===== src/rtl/fetchq_pkg.sv =====
// Shared types and constants for the instruction-pair prefetch queue.
package fetchq_pkg;

    localparam int FQ_AW = 9;
    localparam int FQ_IW = 16;

    typedef struct packed {
        logic [FQ_IW-1:0] ir0;
        logic [FQ_IW-1:0] ir1;
        logic [FQ_AW-1:0] pc;
        logic             ir0_invalid;
    } fetchq_entry_t;

endpackage


===== src/rtl/fetchq_checker.sv =====
// Protocol checks for the prefetch queue storage.
module fetchq_checker (
    input logic clk,
    input logic clear,
    input logic push,
    input logic full
);

    // The request throttle must make a push into a full queue impossible.
    a_no_overflow: assert property (@(posedge clk) disable iff (clear) !(push && full))
        else $error("fetchq_store: push into full queue");

endmodule


===== src/rtl/fetchq_store.sv =====
// DEPTH-entry circular register storage for instruction pairs (push/pop/clear).
module fetchq_store
    import fetchq_pkg::*;
#(
    parameter int DEPTH = 4,
    localparam int PW = $clog2(DEPTH),
    localparam int OW = PW + 1
) (
    input  logic          clk,
    input  logic          clear,
    input  logic          push,
    input  logic          pop,
    input  fetchq_entry_t wdata,
    output fetchq_entry_t rdata,
    output logic [OW-1:0] occupancy,
    output logic          empty
);

    fetchq_entry_t mem_r [DEPTH];
    logic [PW-1:0] wr_ptr_r;
    logic [PW-1:0] rd_ptr_r;
    logic [OW-1:0] count_r;
    logic          full_s;

    // Pointer and occupancy bookkeeping; clear discards everything.
    always_ff @(posedge clk) begin
        if (clear) begin
            wr_ptr_r <= {PW{1'b0}};
            rd_ptr_r <= {PW{1'b0}};
            count_r  <= {OW{1'b0}};
        end else begin
            if (push) begin
                wr_ptr_r <= wr_ptr_r + PW'(1);
            end
            if (pop) begin
                rd_ptr_r <= rd_ptr_r + PW'(1);
            end
            case ({push, pop})
                2'b10:   count_r <= count_r + OW'(1);
                2'b01:   count_r <= count_r - OW'(1);
                default: count_r <= count_r;
            endcase
        end
    end

    // Entry storage needs no reset: reads are qualified by occupancy.
    always_ff @(posedge clk) begin
        if (push && !clear) begin
            mem_r[wr_ptr_r] <= wdata;
        end
    end

    assign rdata     = mem_r[rd_ptr_r];
    assign occupancy = count_r;
    assign empty     = (count_r == {OW{1'b0}});
    assign full_s    = (count_r == OW'(DEPTH));

    fetchq_checker u_checker (
        .clk   (clk),
        .clear (clear),
        .push  (push),
        .full  (full_s)
    );

endmodule


===== src/rtl/fetch_queue.sv =====
// Dual-slot instruction prefetch queue with redirect flush.
// Optional same-cycle bypass of responses into an empty queue: FETCHQ_BYPASS_EN.
module fetch_queue
    import fetchq_pkg::*;
#(
    parameter int DEPTH = 4,
    parameter int AW    = FQ_AW,
    parameter int IW    = FQ_IW,
    localparam int OW   = $clog2(DEPTH) + 1
) (
    input  logic          clk,
    input  logic          rst,
    output logic          im_ena,
    output logic [AW-1:0] im_addr0,
    output logic [AW-1:0] im_addr1,
    input  logic [IW-1:0] im_rdata0,
    input  logic [IW-1:0] im_rdata1,
    input  logic          redirect_valid,
    input  logic [AW-1:0] redirect_pc,
    input  logic          issue_ready,
    output logic          issue_valid,
    output logic [IW-1:0] issue_ir0,
    output logic [IW-1:0] issue_ir1,
    output logic [AW-1:0] issue_pc,
    output logic          issue_ir0_invalid,
    output logic [OW-1:0] occupancy
);

    logic [AW-1:0] fpc_r;
    logic [AW-1:0] req_pc_r;
    logic          inflight_r;
    logic          pend_inv_r;

    fetchq_entry_t head_s;
    fetchq_entry_t resp_entry_s;
    fetchq_entry_t out_entry_s;
    logic [OW-1:0] occ_s;
    logic [OW:0]   need_s;
    logic          empty_s;
    logic          im_ena_s;
    logic          resp_s;
    logic          push_s;
    logic          pop_s;
    logic          clear_s;
    logic          issue_valid_s;

    assign clear_s  = rst || redirect_valid;
    // One extra bit so occupancy + inflight + 1 cannot wrap for small DEPTH.
    assign need_s   = {1'b0, occ_s} + {{OW{1'b0}}, inflight_r} + {{OW{1'b0}}, 1'b1};
    assign im_ena_s = !rst && !redirect_valid && (need_s <= (OW+1)'(DEPTH));
    assign resp_s   = inflight_r && !clear_s;

    // Response record and head selection, including the optional bypass path.
    always_comb begin
        resp_entry_s.ir0         = im_rdata0;
        resp_entry_s.ir1         = im_rdata1;
        resp_entry_s.pc          = req_pc_r;
        resp_entry_s.ir0_invalid = pend_inv_r;
        issue_valid_s            = !empty_s;
        out_entry_s              = head_s;
        push_s                   = resp_s;
`ifdef FETCHQ_BYPASS_EN
        if (empty_s && resp_s) begin
            issue_valid_s = 1'b1;
            out_entry_s   = resp_entry_s;
            push_s        = !issue_ready;
        end else begin
            push_s = resp_s;
        end
`endif
        pop_s = !empty_s && issue_ready;
    end

    // Fetch PC, in-flight tracking and the pending slot-0-invalid flag.
    always_ff @(posedge clk) begin
        if (rst) begin
            fpc_r      <= {AW{1'b0}};
            req_pc_r   <= {AW{1'b0}};
            inflight_r <= 1'b0;
            pend_inv_r <= 1'b0;
        end else if (redirect_valid) begin
            fpc_r      <= {redirect_pc[AW-1:1], 1'b0};
            inflight_r <= 1'b0;
            pend_inv_r <= redirect_pc[0];
        end else begin
            inflight_r <= im_ena_s;
            if (im_ena_s) begin
                fpc_r    <= fpc_r + AW'(2);
                req_pc_r <= fpc_r;
            end
            if (resp_s) begin
                pend_inv_r <= 1'b0;
            end
        end
    end

    fetchq_store #(.DEPTH(DEPTH)) u_store (
        .clk       (clk),
        .clear     (clear_s),
        .push      (push_s),
        .pop       (pop_s),
        .wdata     (resp_entry_s),
        .rdata     (head_s),
        .occupancy (occ_s),
        .empty     (empty_s)
    );

    assign im_ena            = im_ena_s;
    assign im_addr0          = {fpc_r[AW-1:1], 1'b0};
    assign im_addr1          = {fpc_r[AW-1:1], 1'b1};
    assign occupancy         = occ_s;
    // Head fields read as zero when nothing is presented.
    assign issue_valid       = issue_valid_s;
    assign issue_ir0         = issue_valid_s ? out_entry_s.ir0 : {IW{1'b0}};
    assign issue_ir1         = issue_valid_s ? out_entry_s.ir1 : {IW{1'b0}};
    assign issue_pc          = issue_valid_s ? out_entry_s.pc : {AW{1'b0}};
    assign issue_ir0_invalid = issue_valid_s && out_entry_s.ir0_invalid;

endmodule

===== config.mk =====
export PLATFORM = sky130hd
export DESIGN_NAME = fetch_queue
export DESIGN_NICKNAME = d
export VERILOG_FILES = /design/src/rtl/fetchq_pkg.sv /design/src/rtl/fetchq_checker.sv /design/src/rtl/fetchq_store.sv /design/src/rtl/fetch_queue.sv
export SDC_FILE = /design/constraint.sdc
export NUM_CORES = 1
export LEC_CHECK = 0
export CAP_MARGIN = 20
export CELL_PAD_IN_SITES_DETAIL_PLACEMENT = 1
export CELL_PAD_IN_SITES_GLOBAL_PLACEMENT = 2
export CORE_MARGIN = 10
export CORE_UTILIZATION = 36
export CTS_CLUSTER_SIZE = 28
export DETAILED_ROUTE_END_ITERATION = 7
export HOLD_SLACK_MARGIN = 0.03
export PLACE_DENSITY_LB_ADDON = 0.1
export SYNTH_ARGS = -nofsm -noshare
export SYNTH_HDL_FRONTEND = slang
export SYNTH_SLANG_ARGS = --single-unit

===== constraint.sdc =====
create_clock -name clk -period 2.5 [get_ports clk]
set_input_delay 0.5 -clock clk [delete_from_list [all_inputs] [get_ports clk]]
set_output_delay 0.5 -clock clk [all_outputs]
set_load 0.02 [all_outputs]

==> summary.txt, run 1 <==
Worst setup path
  – Max incr delay on CP: 0.48 ns
  – Crit path max-delay family: buffers and inverters
  – Kind of end point of the critical path: output port
  – CP arrival: 1.96 ns
  – CP max FO: 5
  – CP max-delay cell: mux4_2
  – FF-to-FF setup slack: 0.18 ns
  – Crit path cell chain: buf_6, mux4_2, and2_1, dlygate4sd2_1
  – CP required: 2.00 ns
  – CP Launch Type: flop
  – Reg2Reg Launch Point: u_store.occupancy[0]
  – WS Path Type: reg2out
  – Worst R2R End: u_store.occupancy[2]
  – CP Buf/Inv Count: 2
  – Cells on worst reg2reg path: 10

STA
  – Hold Vio Cnt, Final: 0
  – Clock Skew: 0.009223 ns
  – RSZ-0062 raised after global routing: yes
  – Post-layout minimum cycle time: 2.464 ns
  – Fin Setup TNS: 0 ns
  – Setup ws final: 0.03648 ns
  – Final Cycle Share: 98.54%
  – Max Clock Freq: 405.9 MHz
  – Final Max Tran Viols: 0
  – Setup-failing EPs final: 0

Pwr
  – Pleak: 0.003447 uW
  – Maximum vdd drop: 452.7 uV
  – Pwr/cell area: 643.9 nW/um^2

Logic synthesis
  – Synth unique cells: 45
  – Simple-Gate Fraction of Synth Area: 8.105%
  – Synth top cells by count: 164 x edfxtp_1, 43 x and2_1, 41 x mux4_2
  – Ys async rst share: 0%
  – Area leader, netlist: edfxtp_1
  – Post-synthesis mux area share: 13.31%
  – #FFs+latches synth: 191
  – Yosys top cell area share: 64.06%
  – Synth top area cells: edfxtp_1 64%, mux4_2 12%, dfxtp_1 7.0%, and2_1 3.5%, ha_1 1.3%
  – Ys flop type: edfxtp_1
  – Synth Area in XOR/XNOR: 0.5697%
  – Post-synth EDFFs: 164
  – Compound-Gate Fraction of Synth Area: 2.409%
  – Most frequent cell after synthesis: edfxtp_1
  – Main combinational cell family by area after synthesis: multiplexers
  – Synth Warn #: 0
  – Seq/Total Area, Yosys: 71.09%
  – Synth Area in Adders: 1.563%
  – Avg Inst Size Synth: 18.09 um^2
  – Gate Count Post-Synth: 425
  – Cell Area, Synth: 7687 um^2

Clocking
  – Clk sinks: 191
  – Num CTS Buffers: 17
  – CTS H-tree lvls: 4
  – CTS Root Cell: clkbuf_16
  – Max Buffers Root-to-Sink: 2
  – Clk Latency, worst-skew pair: 0.43 ns
  – Clock transition at path regs: 0.07 ns
  – CTS tree: yes

Placement
  – Gpl congestion: 0.6924
  – Final HPWL DP: 11.67 mm
  – Post-Place Cells: 815
  – # port buffers: 106
  – Cell area after placement: 9341 um^2
  – Place WS: -0.1834 ns

Route
  – WL/cell: 19.91 um
  – DR pass1 iterations: 4
  – Antenna-violating nets left: 0
  – DR DRC count: 0
  – DR vias: 4159
  – Initial DRC Count: 178
  – Drt via density: 4.859
  – DRT Wirelength: 17.04 mm

Cells and area
  – Design area: 10030 um^2
  – Area Growth Syn to Fin: 30.42%
  – Layout cells sized above 1: 35.28%
  – Inserted Diodes: 0
  – Nets@finish: 622
  – Filler instances: 1991
  – Final Non-Filler Cells: 856

Run
  – Max_cap viols: 0

Floorplan
  – Total core area: 21020 um^2
  – Die Y: 166.1 um
  – Die width: 166.1 um
  – Die area: 27600 um^2
  – Num rows: 53
  – Top-Level Pins: 110
  – Initial cell density of the core: 36.57%

GRT
  – Overflow after GRT: 0
  – Initial antenna violation count: 0
  – First-pass GRT wire length: 26.81 mm
  – Largest net degree at the start of global routing: 32
  – GRT Resource Usage Total: 12.39%
  – Vias in the first global route: 4663

Hold path
  – Hold endpoint: u_store.mem_r[1][6]
  – Worst min-delay path startpoint: req_pc_r[5]
  – Hold Crit Class: reg2reg
  – Hold Crit Depth: 0

Outcome
  – Outcome: completed
power breakdown:
group	switching [uW]	internal (uW)
Clock	1160	1430
Sequential	36.4	3490
Combinational	158	180
Total	1350	5100
flip-flops by register name, indices dropped and copies added, names as in the netlist, named ones only:
name and count:
fpc_r 8, inflight_r 1, pend_inv_r 1, req_pc_r 8, u_store.mem_r 164, u_store.occupancy 3
u_store.rd_ptr_r 2, u_store.wr_ptr_r 2
metrics by stage:
stage | hold slack (ns) | total power [uW] | utilization (%)
global route | 0.5376 | 6683 | 47.69
floorplan | 0.4520 | 3736 | -
finish | 0.4995 | 6456 | 47.69
detailed placement | 0.4820 | 3932 | 44.44
CTS | 0.5021 | 6523 | 46.51
global placement | 0.4704 | 3924 | 44.44
cell usage in the layout, fill, tap and decap left out, drive strengths merged, types with 2 or more instances in the layout:
cell,synthesis,routed
clkinv,0,4
a311oi,6,6
clkdlybuf4s15,0,4
mux2,8,8
and3,6,6
and2,43,43
or3,3,3
nor2b,9,9
nand2,5,5
conb,2,3
buf,22,79
mux4,41,41
o31ai,5,5
clkdlybuf4s50,0,63
or4,5,5
a21oi,3,3
dfxtp,27,27
nor2,16,16
nand4,2,2
inv,11,16
clkbuf,10,31
edfxtp,164,164
nand3,6,6
o21ai,3,3
nor3,3,3
ha,8,8
xnor2,2,2
xor2,3,3
kinds of logic after synthesis:
group                    Yosys count
buffers and inverters             43
multiplexers                      50
AO/OA/AOI/OAI                     22
adder cells (fa/ha/maj)            9
AND/OR/NAND/NOR                  103
other                              2
XOR/XNOR                           5
flip-flops                       191
worst max-delay path by stage:
stage               startpoint              endpoint  depth (start not counted)
detailed placement         rst  u_store.occupancy[2]                          9
finish                    flop          issue_ir0[5]                          4
global route              flop           issue_pc[6]                          5
global placement           rst                im_ena                          5
floorplan                  rst  u_store.occupancy[2]                         10
CTS                       flop          issue_ir0[0]                          4
per-layer routing:
metal | vias up | global-route usage [%] | routed length (um)
li1 | 1932 | - | -
met4 | 0 | 3.698 | 214
met2 | 84 | 20.73 | 8395
met5 | - | 0 | 0
met3 | 20 | 3.928 | 778
met1 | 2123 | 14.96 | 7655
cell type report:
type	instances	area (um^2)	area share (%)
flip-flops and latches	191	5472	54.57
inverters	11	41.29	0.4118
repair buffers	155	1508	15.04
clock buffers	23	500.5	4.992
clock inverters	9	71.32	0.7113
multi-input cells	192	2090	20.84
well taps	275	344.1	3.432
what timing repair did:
action	4_1_cts	5_1_grt
endpoints found under the setup margin	43	26
cloned	0	2
pin swaps	0	14
resized for setup	148	66
hold buffers	0	0
buffers inserted	1	6
No activity file was read; power rests on OpenSTA's default activity.
==> run 2: changes to the inputs <==
--- a/config.mk
+++ b/config.mk
@@ -14,6 +14,8 @@
 export DETAILED_ROUTE_END_ITERATION = 7
 export HOLD_SLACK_MARGIN = 0.03
 export PLACE_DENSITY_LB_ADDON = 0.1
+export SLEW_MARGIN = 40
 export SYNTH_ARGS = -nofsm -noshare
 export SYNTH_HDL_FRONTEND = slang
 export SYNTH_SLANG_ARGS = --single-unit
+export TNS_END_PERCENT = 10
==> summary.txt, run 2 (synthesis gave the netlist of run 1 again) <==
Route
  – Initial DRC Count: 182
  – DR DRC count: 0
  – Drt via density: 4.913
  – Antenna-violating nets left: 0
  – DR vias: 4181
  – DR pass1 iterations: 4
  – WL/cell: 19.78 um
  – DRT Wirelength: 16.83 mm

Hold path
  – Hold Crit Class: reg2reg

Floorplan
  – Die width: 166.1 um
  – Die area: 27600 um^2
  – Initial cell density of the core: 36.57%
  – Top-Level Pins: 110
  – Total core area: 21020 um^2
  – Num rows: 53
  – Die Y: 166.1 um

Pwr
  – Pwr/cell area: 663.8 nW/um^2
  – Flop pwr share: 53.9%
  – Total chip power: 6540 uW
  – Power Internal: 5189 uW
  – Maximum vdd drop: 408.0 uV
  – Sw power: 1351 uW
  – Net Sw Frac: 20.65%
  – Pleak: 0.003382 uW
  – Clock Power Share: 41.1%
  – Comb power frac: 5.0%

Worst setup path
  – CP arrival: 1.96 ns
  – CP Launch Type: flop
  – CP required: 2.00 ns
  – Kind of end point of the critical path: output port
  – WS Path Type: reg2out
  – CP max FO: 16

STA
  – Worst hold margin: 0.5063 ns
  – Final Max Tran Viols: 0
  – Setup-failing EPs final: 0
  – Setup ws final: 0.04233 ns
  – Post-layout minimum cycle time: 2.458 ns
  – Max Clock Freq: 406.9 MHz
  – RSZ-0062 raised after global routing: yes
  – Hold Vio Cnt, Final: 0
  – Clock Skew: 0.009450 ns
  – Final Cycle Share: 98.31%

Placement
  – Place WS: -0.1922 ns
  – Gpl congestion: 0.6997
  – # port buffers: 106
  – Final HPWL DP: 11.14 mm
  – Cell area after placement: 9309 um^2

Clocking
  – Max Buffers Root-to-Sink: 2
  – Clock transition at path regs: 0.07 ns
  – Clk sinks: 191
  – Clk Latency, worst-skew pair: 0.43 ns
  – Num CTS Buffers: 17
  – CTS Root Cell: clkbuf_16
  – Cts hold-fix bufs: 0
  – CTS H-tree lvls: 4
  – CTS tree: yes

Cells and area
  – Design area: 9852 um^2
  – Area Growth Syn to Fin: 28.16%
  – Most common cell after layout, fill and taps aside: edfxtp_1
  – Max reg flops: 164
  – Layout cells sized above 1: 32.12%
  – Nets@finish: 617
  – Top flop regs: u_store.mem_r x164, fpc_r x8, req_pc_r x8
  – Inserted Diodes: 0
  – Largest Register: u_store.mem_r
  – Commonest non-fill, non-tap cells in the layout: 164 x edfxtp_1, 63 x clkdlybuf4s50_1, 42 x and2_1
  – Filler instances: 2042

GRT
  – Initial antenna violation count: 0
  – Vias in the first global route: 4647
  – Largest net degree at the start of global routing: 42
  – GRT Resource Usage Total: 12.34%
  – First-pass GRT wire length: 26.96 mm
  – Overflow after GRT: 0

Outcome
  – Outcome: completed

Run
  – Max_cap viols: 0
[run 2: cell count changes in the layout (fill, tap and decap cells not counted), moves of 2 or more]
cell             before  now
and2_4               17    1
buf_6                 7    1
buf_4                47   37
clkdlybuf4s15_2       3    6
and2_1               26   42
inv_4                 3    1
buf_2                13   27
clkinv_4              4    2
[run 2: final cells by class]
type	count	area [um^2]	area share [%]
tap	275	344.1	3.493
inverter	11	41.29	0.4191
timing repair buffer	150	1356	13.77
clock buffer	24	536.8	5.448
sequential	191	5472	55.54
clock inverter	8	62.56	0.6350
multi-input combinational	192	2039	20.70
[run 2: worst max-delay path: stages, from the launching register on]
cell and delay (ns):
dfxtp_4 0.41, buf_12 0.18, buf_4 0.13, mux4_2 0.49
and2_1 0.18, buf_2 0.16
[run 2: through the flow]
| stage | setup TNS, ns | std cells | util (%) |
|---|---|---|---|
| 6_report | 0 | 851 | 46.87 |
| 5_1_grt | -0.3919 | 851 | 46.87 |
| 4_1_cts | -0.1201 | 841 | 46.92 |
| 3_5_place_dp | -0.3370 | 809 | 44.28 |
| 3_3_place_gp | -0.2677 | 809 | 44.28 |
| 2_1_floorplan | -1.268 | 426 | - |
[run 2: routing by layer]
metal | vias up | track usage [%] | wire [um]
li1 | 1915 | - | -
met1 | 2156 | 14.64 | 7265
met5 | - | 0 | 0
met4 | 0 | 4.045 | 204
met2 | 95 | 20.67 | 8447
met3 | 15 | 4.117 | 914
[run 2: what timing repair did]
| item | CTS | global route |
|---|---|---|
| endpoints found under the setup margin | 43 | 27 |
| pin swaps | 0 | 2 |
| resized for setup | 141 | 29 |
| buffers inserted | 0 | 10 |
[run 2: final timing paths]
kind | start | slack (ns) | to | cells after the start
max | flop | 0.04 | issue_ir0[9] | 5
min | req_pc_r[5] | 0.51 | u_store.mem_r[2][6] | 0
max reg2reg | u_store.occupancy[0] | 0.27 | u_store.occupancy[2] | 9
min reg2reg | req_pc_r[5] | 0.51 | u_store.mem_r[2][6] | 0
[run 2: power groups by stage]
stage	Sequential, uW	Combinational [uW]	Clock (uW)
2_1_floorplan	3600	138	0
3_3_place_gp	3590	329	0
3_5_place_dp	3600	335	0
4_1_cts	3530	334	2760
5_1_grt	3530	359	2880
6_report	3530	328	2680
==> run 3: changes to the inputs <==
--- a/config.mk
+++ b/config.mk
@@ -7,11 +7,12 @@
 export LEC_CHECK = 0
 export CAP_MARGIN = 20
 export CELL_PAD_IN_SITES_DETAIL_PLACEMENT = 1
-export CELL_PAD_IN_SITES_GLOBAL_PLACEMENT = 2
-export CORE_MARGIN = 10
-export CORE_UTILIZATION = 36
+export CELL_PAD_IN_SITES_GLOBAL_PLACEMENT = 1
+export CORE_MARGIN = 8
+export CORE_UTILIZATION = 42
 export CTS_CLUSTER_SIZE = 28
 export DETAILED_ROUTE_END_ITERATION = 7
+export GPL_ROUTABILITY_DRIVEN = 1
 export HOLD_SLACK_MARGIN = 0.03
 export PLACE_DENSITY_LB_ADDON = 0.1
 export SLEW_MARGIN = 40
==> summary.txt, run 3 (synthesis gave the netlist of run 1 again) <==
STA
  – Worst hold margin: 0.5070 ns
  – RSZ-0062 raised after global routing: yes
  – Final Max Tran Viols: 0
  – Clock Skew: 0.009410 ns
  – Hold Vio Cnt, Final: 0
  – Final Cycle Share: 98.47%
  – Max Clock Freq: 406.2 MHz
  – Fin Setup TNS: 0 ns
  – Post-layout minimum cycle time: 2.462 ns
  – Setup-failing EPs final: 0

Cells and area
  – Nets@finish: 608
  – Layout cells sized above 1: 31.80%
  – Fin util: 54.29%
  – Area Growth Syn to Fin: 26.87%
  – Design area: 9753 um^2
  – Storage cell area: 5473 um^2
  – Top flop regs: u_store.mem_r x164, fpc_r x8, req_pc_r x8
  – Inserted Diodes: 0
  – Filler instances: 1668
  – Multi-input gate area: 2041 um^2
  – Commonest non-fill, non-tap cells in the layout: 164 x edfxtp_1, 63 x clkdlybuf4s50_1, 41 x mux4_2
  – Max reg flops: 164
  – Largest Register: u_store.mem_r
  – Most common cell after layout, fill and taps aside: edfxtp_1

Worst setup path
  – WS Path Type: reg2out
  – CP required: 2.00 ns
  – Cells on worst reg2reg path: 8
  – CP arrival: 1.96 ns
  – CP max FO: 4
  – Kind of end point of the critical path: output port
  – CP Launch Type: flop

Floorplan
  – Die area: 22890 um^2
  – Num rows: 49
  – Top-Level Pins: 110
  – Total core area: 17960 um^2
  – Die width: 151.3 um
  – Die Y: 151.3 um
  – Initial cell density of the core: 42.79%

Placement
  – # port buffers: 106
  – Cell area after placement: 9231 um^2
  – Final HPWL DP: 10.43 mm
  – Gpl congestion: 0.7768

Clocking
  – Num CTS Buffers: 17
  – Max Buffers Root-to-Sink: 2
  – Clk Latency, worst-skew pair: 0.43 ns
  – Clock transition at path regs: 0.07 ns
  – Postcts setup bufs: 0
  – CTS H-tree lvls: 4
  – CTS tree: yes
  – CTS Root Cell: clkbuf_16
  – Clk sinks: 191

Hold path
  – Hold Crit Class: reg2reg
  – Hold Crit Depth: 0

Route
  – DR DRC count: 0
  – Drt via density: 5.225
  – Antenna-violating nets left: 0
  – WL/cell: 20.69 um
  – DR pass1 iterations: 4
  – DRT Wirelength: 16.45 mm
  – Initial DRC Count: 152
  – DR vias: 4154

GRT
  – First-pass GRT wire length: 25.45 mm
  – GRT Resource Usage Total: 15.01%
  – Largest net degree at the start of global routing: 26
  – Initial antenna violation count: 0
  – Overflow after GRT: 0
  – Vias in the first global route: 4567

Pwr
  – Maximum vdd drop: 476.9 uV
  – Pleak: 0.003355 uW
  – Pwr/cell area: 677.2 nW/um^2
  – Total chip power: 6605 uW

Run
  – Max_cap viols: 0

Outcome
  – Outcome: completed
run 3: cell types whose count changed in the layout (fill, tap and decap cells not counted), sizes merged:
| cell | delta |
|---|---|
| clkinv | +1 |
| inv | +2 |
| buf | -4 |
| bufinv | +3 |
| clkdlybuf4s15 | -1 |
| clkbuf | -11 |
run 3: power breakdown:
part / switching, uW / total (uW) / internal, uW
Sequential: 37.2 / 3530 / 3490
Combinational: 154 / 326 / 172
Clock: 1160 / 2750 / 1590
Total: 1350 / 6600 / 5250
run 3: final timing paths:
check | startpoint | end | slack, ns
max | u_store.occupancy[0] | im_ena | 0.04
max reg2reg | u_store.occupancy[1] | u_store.occupancy[2] | 0.26
min | req_pc_r[7] | u_store.mem_r[2][8] | 0.51
min reg2reg | req_pc_r[7] | u_store.mem_r[2][8] | 0.51
run 3: area by class of cell:
| type | count | share of cell area (%) |
|---|---|---|
| Tap cell | 229 | 2.938 |
| Sequential cell | 191 | 56.11 |
| Clock inverter | 14 | 1.835 |
| Inverter | 11 | 0.4233 |
| Clock buffer | 17 | 4.362 |
| Multi-Input combinational cell | 192 | 20.92 |
| Timing Repair Buffer | 141 | 13.41 |
run 3: layer usage:
| layer | vias up | global-route usage (%) | share of wire (%) | routed length, um |
|---|---|---|---|---|
| met2 | 91 | 24.91 | 50 | 8205 |
| met1 | 2143 | 18.40 | 43 | 7100 |
| met4 | 0 | 5.195 | 1.5 | 254 |
| li1 | 1902 | - | - | - |
| met5 | - | 0 | 0 | 0 |
| met3 | 18 | 4.392 | 5.4 | 892 |
run 3: timing repair:
action / CTS / global route
setup endpoints to repair: 43 / 14
gates resized for setup: 150 / 28
cloned: 2 / 0
hold buffers: 0 / 0
pin swaps: 0 / 1
run 3: worst max-delay path: stages (launching register included):
cell     delay, ns
dfxtp_2       0.33
inv_1         0.05
ha_2          0.18
inv_1         0.11
ha_4          0.22
nor2b_4       0.17
nor3b_2       0.09
nor3_4        0.23
buf_6         0.15
run 3: through the flow:
step	cells	setup WS, ns
floorplan	426	-0.01031
detailed placement	762	-0.2266
global placement	762	-0.1167
finish	795	0.03823
global route	795	-0.05455
CTS	795	-0.08911
